--- config.mk ---
export PLATFORM = sky130hd
export DESIGN_NAME = spi_arbiter
export DESIGN_NICKNAME = d
export VERILOG_FILES = /design/src/rtl/spi_arbiter.sv
export SDC_FILE = /design/constraint.sdc
export NUM_CORES = 1
export LEC_CHECK = 0
export CORE_ASPECT_RATIO = 1.5
export CORE_MARGIN = 4
export CORE_UTILIZATION = 35
export CTS_CLUSTER_SIZE = 40
export DETAILED_ROUTE_END_ITERATION = 10
export HOLD_SLACK_MARGIN = 0.05
export PLACE_DENSITY_LB_ADDON = 0.2
export SYNTH_ARGS = -nofsm -noshare
export SYNTH_HDL_FRONTEND = slang
export SYNTH_SLANG_ARGS = --single-unit
--- constraint.sdc ---
create_clock -name clk -period 3.15 [get_ports clk]
set_clock_uncertainty 0.1 [all_clocks]
set_input_delay 0.4725 -clock clk [delete_from_list [all_inputs] [get_ports clk]]
set_output_delay 0.4725 -clock clk [all_outputs]
set_load 0.05 [all_outputs]
--- src/rtl/spi_arbiter.sv ---
// spi_arbiter: round-robin arbiter sharing one spi_interface master among NUM_REQ register agents.
// Define SPI_ARB_TIMEOUT_EN to add a watchdog that aborts transfers after TIMEOUT_CYCLES.
module spi_arbiter #(
    parameter int NUM_REQ        = 4,
    parameter int TIMEOUT_CYCLES = 1024
) (
    input  logic                  clk,
    input  logic                  reset,
    input  logic [NUM_REQ-1:0]    req,
    input  logic [NUM_REQ*32-1:0] req_data_out,
    input  logic [NUM_REQ*6-1:0]  req_read_bits,
    input  logic [NUM_REQ*6-1:0]  req_write_bits,
    output logic [NUM_REQ-1:0]    grant,
    output logic [NUM_REQ-1:0]    done,
    output logic [31:0]           rd_data,
    output logic                  err,
    output logic [31:0]           spi_data_out,
    output logic [5:0]            spi_read_bits,
    output logic [5:0]            spi_write_bits,
    output logic                  spi_request_action,
    input  logic                  spi_busy,
    input  logic [31:0]           spi_data_in
);

    localparam int IDX_W = (NUM_REQ > 1) ? $clog2(NUM_REQ) : 1;

    if (NUM_REQ < 2 || NUM_REQ > 8 || TIMEOUT_CYCLES < 1) begin : g_bad_cfg
        $error("spi_arbiter: unsupported parameter values");
    end

    typedef enum logic [2:0] {
        IDLE,
        LAUNCH,
        WAIT_BUSY,
        WAIT_DONE,
        COMPLETE
    } state_t;

    state_t               state_q, state_d;
    logic [IDX_W-1:0]     ptr_q, ptr_d;
    logic [IDX_W-1:0]     winner_q, winner_d;
    logic [IDX_W-1:0]     pick;
    logic [IDX_W:0]       cand;
    logic [NUM_REQ-1:0]   grant_q, grant_d;
    logic [31:0]          data_q, data_d;
    logic [31:0]          rd_q, rd_d;
    logic [5:0]           rbits_q, rbits_d;
    logic [5:0]           wbits_q, wbits_d;
    logic                 timeout;

`ifdef SPI_ARB_TIMEOUT_EN
    localparam int CNT_W = $clog2(TIMEOUT_CYCLES + 1);
    logic [CNT_W-1:0]     cnt_q, cnt_d;
    logic                 tout_q, tout_d;
`endif

    // Scan from ptr downward in priority so the first requester at or after ptr wins.
    always_comb begin
        pick = ptr_q;
        cand = '0;
        for (int k = NUM_REQ - 1; k >= 0; k--) begin
            cand = {1'b0, ptr_q} + (IDX_W + 1)'(k);
            if (cand >= (IDX_W + 1)'(NUM_REQ)) begin
                cand = cand - (IDX_W + 1)'(NUM_REQ);
            end
            if (req[cand[IDX_W-1:0]]) begin
                pick = cand[IDX_W-1:0];
            end
        end
    end

    always_comb begin
        state_d  = state_q;
        ptr_d    = ptr_q;
        winner_d = winner_q;
        grant_d  = grant_q;
        data_d   = data_q;
        rbits_d  = rbits_q;
        wbits_d  = wbits_q;
        rd_d     = rd_q;
        timeout  = 1'b0;
`ifdef SPI_ARB_TIMEOUT_EN
        cnt_d    = cnt_q;
        tout_d   = tout_q;
        timeout  = (cnt_q >= CNT_W'(TIMEOUT_CYCLES - 1));
        if (state_q == WAIT_BUSY || state_q == WAIT_DONE) begin
            cnt_d = cnt_q + CNT_W'(1);
        end
`endif
        case (state_q)
            IDLE: begin
                if ((|req) && !spi_busy) begin
                    state_d        = LAUNCH;
                    winner_d       = pick;
                    grant_d        = '0;
                    grant_d[pick]  = 1'b1;
                    data_d         = req_data_out[32*pick +: 32];
                    rbits_d        = req_read_bits[6*pick +: 6];
                    wbits_d        = req_write_bits[6*pick +: 6];
                end
            end
            LAUNCH: begin
                state_d = WAIT_BUSY;
`ifdef SPI_ARB_TIMEOUT_EN
                cnt_d   = '0;
                tout_d  = 1'b0;
`endif
            end
            // A transfer that never starts in time is aborted even if busy rises on the last cycle.
            WAIT_BUSY: begin
                if (timeout) begin
                    state_d = COMPLETE;
`ifdef SPI_ARB_TIMEOUT_EN
                    tout_d  = 1'b1;
`endif
                end else if (spi_busy) begin
                    state_d = WAIT_DONE;
                end
            end
            WAIT_DONE: begin
                if (!spi_busy) begin
                    rd_d    = spi_data_in;
                    state_d = COMPLETE;
                end else if (timeout) begin
                    state_d = COMPLETE;
`ifdef SPI_ARB_TIMEOUT_EN
                    tout_d  = 1'b1;
`endif
                end
            end
            COMPLETE: begin
                grant_d = '0;
                state_d = IDLE;
                if (winner_q == IDX_W'(NUM_REQ - 1)) begin
                    ptr_d = '0;
                end else begin
                    ptr_d = winner_q + IDX_W'(1);
                end
            end
            default: state_d = IDLE;
        endcase
    end

    always_ff @(posedge clk) begin
        if (reset) begin
            state_q  <= IDLE;
            ptr_q    <= '0;
            winner_q <= '0;
            grant_q  <= '0;
            data_q   <= '0;
            rbits_q  <= '0;
            wbits_q  <= '0;
            rd_q     <= '0;
`ifdef SPI_ARB_TIMEOUT_EN
            cnt_q    <= '0;
            tout_q   <= 1'b0;
`endif
        end else begin
            state_q  <= state_d;
            ptr_q    <= ptr_d;
            winner_q <= winner_d;
            grant_q  <= grant_d;
            data_q   <= data_d;
            rbits_q  <= rbits_d;
            wbits_q  <= wbits_d;
            rd_q     <= rd_d;
`ifdef SPI_ARB_TIMEOUT_EN
            cnt_q    <= cnt_d;
            tout_q   <= tout_d;
`endif
        end
    end

    assign grant              = grant_q;
    assign done               = (state_q == COMPLETE) ? grant_q : '0;
    assign rd_data            = rd_q;
    assign spi_data_out       = data_q;
    assign spi_read_bits      = rbits_q;
    assign spi_write_bits     = wbits_q;
    assign spi_request_action = (state_q == LAUNCH);
`ifdef SPI_ARB_TIMEOUT_EN
    assign err                = (state_q == COMPLETE) && tout_q;
`else
    assign err                = 1'b0;
`endif

endmodule

==> impl_metrics.csv, run 1 <==
group,metric,value,unit
grt,grt_start_max_net_pins,46,
grt,grtUsageMet3,7.24,%
placement,place_congestion,0.846,
yosys,postSynthNetCount,736,
setup_path,critical_path.endpoint_type,"flip-flop",
yosys,postSynthRegisterBits,87,
yosys,total_standard_cell_area_after_synthesis,4350,sq um
yosys,postSynth.asyncResetShare,0,%
die,top_level_ports,301,
sta,min_period_over_period,87.6,%
sta,final-hold-violation-count,0,
finish,area_delta_synth_final,81.0,%
hold_path,timing.hold.worst.class,"flip-flop to flip-flop",
cts,tritoncts,"done",
power,peak_vdd_ir,0.295,mV
finish,layout.cells.most_common_list,"299 x sky130_fd_sc_hd__clkdlybuf4s50_1, 87 x sky130_fd_sc_hd__dfxtp_1, 84 x sky130_fd_sc_hd__a21oi_1",
yosys,synth_flop_cell,"sky130_fd_sc_hd__dfxtp_1",
finish,regArea,1740,sq um
sta,worstMarginPinSlew,1080,ps
die,die_x,99.0,um
grt,groute.layer.met1.usage,24.7,%
power,leakage,2.86,nW
yosys,synth_sequential_area_ratio,40.1,%
yosys,netlist.area_leader.share,40.1,%
drt,detail_route.vias_per_cell,5.45,
status,run_status,"finished, final reports clean",
drt,route.antenna.remaining_nets,0,
die,design.die.area,14300,sq um
yosys,syn-mean-instance-area,8.36,sq um
placement,io_buffer_count,299,
sta,final.setup.tns,0,ps
cts,cts_inserted_buffers,9,
die,initial_utilization,36.0,%
drt,wirelength,17800,um
job,max_cap_viol_count,0,
setup_path,worst-endpoint-required,3270,ps
setup_path,setup.worst_path.class,"input pin to flip-flop",
power,powerDensity,429,nW/um^2
drt,routedWlPerCell,18.6,um
drt,dr.first_iter.drc_count,272,
finish,multiInputGateArea,2420,sq um
placement,dpl.hpwl,13300,um
finish,post-route-cell-area,7870,sq um
setup_path,slowest_delay,690,ps
yosys,number_of_different_library_cells_in_the_post_synthesis_netlist,35,
cts,clock_tree.htree_level_count,3,
cts,cts_buffer_depth,2,
sta,max-slew-margin-rel,28.1,%
die,placement_rows,49,
cts,cts_hold_repair.buffers,0,
setup_path,critical_path_arrival,2880,ps
grt,grt_use_met2,42.4,%
sta,grt_setup_unrepaired,"no",
yosys,netlist.top_cell.by_area,"sky130_fd_sc_hd__dfxtp_1",
grt,grt_pass1_vias,5233,
drt,drt_pre_antenna_iters,5,
cts,postCtsSetupRepairBufs,0,
finish,final_common_cell,"sky130_fd_sc_hd__clkdlybuf4s50_1",
setup_path,worst-path-max-fanout,22,
cts,clock_tree.root_cell,"sky130_fd_sc_hd__clkbuf_16",
yosys,leading_cell_types_by_total_area_after_synthesis,"sky130_fd_sc_hd__dfxtp_1 40%, sky130_fd_sc_hd__a221o_1 10%, sky130_fd_sc_hd__a21oi_1 9.7%",
cts,clkSinkCount,87,
yosys,syn_inst,520,
die,core-area,12100,sq um
grt,grt_antenna_before_repair,0,
cts,clock_latency,330,ps
cts,cts.reportedPaths.clkPinSlew,60,ps
sta,achievable-frequency,362,MHz
setup_path,crit_slowest_cell,"sky130_fd_sc_hd__or4_2",
placement,instance_area_after_placement,7510,sq um
grt,grt-busiest-layer,"met2",
sta,period_needed,2760,ps
finish,ant_diodes,0,
setup_path,critical_path_cell_by_cell,"clkdlybuf4s50_1 > nor2b_1 > or4_2 > nand2_2 > buf_12 > mux2_2 > a221o_1",
grt,grt_util_all_layers,23.6,%
grt,grt_overflow_total,0,
drt,vias,5214,
drt,drc,0,
die,die_y,145,um
setup_path,element_type_at_the_critical_path_start,"input pin",
sta,final_max_slew_viol_count,0,
yosys,number_of_flops_mapped_to_enable_cells_by_yosys,0,
sta,setup_violations_final,0,
finish,fill_cells,1005,
cts,post_cts.resized_instances,0,
grt,grt_first_pass_wirelength,26800,um
finish,layout.nets,1014,
yosys,yosys_warnings,0,
finish,drive_gt1_share,8.34,%
==> logic make-up after synthesis <==
group,count (synthesis),synth area share (%)
adder cells (fa/ha/maj),1,0.288
buffers and inverters,51,5.12
flip-flops,87,40.1
AO/OA/AOI/OAI,178,26.0
other,1,0.0862
AND/OR/NAND/NOR,158,17.1
multiplexers,44,11.4
==> power by group <==
part           internal (mW)  switching (mW)
Clock                  0.787           0.453
Combinational          0.463           0.463
Sequential              1.17          0.0421
==> layer usage <==
| metal | routed length, um | up-vias |
|---|---|---|
| met5 | 0 | - |
| met4 | 847 | 0 |
| met3 | 1720 | 55 |
| met2 | 9040 | 284 |
| met1 | 6170 | 2402 |
| li1 | - | 2473 |
==> state kept, by name, summed over array words and instances (netlist names) <==
signal / count
rd_data: 32
spi_data_out: 32
spi_read_bits: 6
spi_write_bits: 6
grant: 4
state_q: 3
ptr_q: 2
winner_q: 2
==> cell usage after synthesis (all sizes together), types with 2 or more instances <==
cell,count
mux2,44
or3,4
nor3,4
nand3,50
and3,4
clkbuf,36
a21oi,84
nor2,7
dfxtp,87
o21a,2
nor4,4
nand2,73
a211oi,2
buf,15
a221o,44
nor2b,5
o21ai,45
==> path summary, 6_finish.rpt <==
check | endpoint | startpoint | cells after the start | slack (ps)
worst max-delay path | spi_data_out[20]$_SDFFE_PP0P_ | req[0] | 7 | 390
worst min-delay path | rd_data[9]$_SDFFE_PP0P_ | rd_data[9]$_SDFFE_PP0P_ | 2 | 350
worst max register to register | spi_data_out[20]$_SDFFE_PP0P_ | ptr_q[1]$_SDFFE_PP0P_ | 6 | 660
worst min register to register | rd_data[9]$_SDFFE_PP0P_ | rd_data[9]$_SDFFE_PP0P_ | 2 | 350
==> area by class of cell <==
cell class,instances,share of cell area [%]
Clock buffer,9,2.86
Sequential cell,87,22.1
Tap cell,153,2.43
Timing Repair Buffer,318,40.2
Clock inverter,7,1.64
Multi-Input combinational cell,382,30.8
==> worst max-delay path, delay by kind of cell <==
family                 cells  cell delay (ps)
AOI/OAI and AO/OA          1              320
buffers and inverters      2              660
muxes                      1              360
and+or+nand+nor            3             1050
==> metrics by stage <==
| stage | power, mW | util, % | cells | hold WS, ps | setup slack [ps] |
|---|---|---|---|---|---|
| global route | 3.51 | 65.2 | 956 | 377 | 233 |
| detailed placement | 2.16 | 62.2 | 940 | 349 | 38.2 |
| floorplan | 1.68 | - | 520 | 340 | 668 |
| finish | 3.38 | 65.2 | 956 | 353 | 390 |
| global placement | 2.15 | 62.2 | 940 | 341 | 106 |
| CTS | 3.41 | 65.2 | 956 | 358 | 405 |
Note: power is estimated with default switching activity, not from simulation.
==> inputs of run 2 (changes only) <==
- CTS_CLUSTER_DIAMETER: unset -> 40
==> results of run 2 <==
The final DEF is identical to that of run 1; final timing and power are the same.
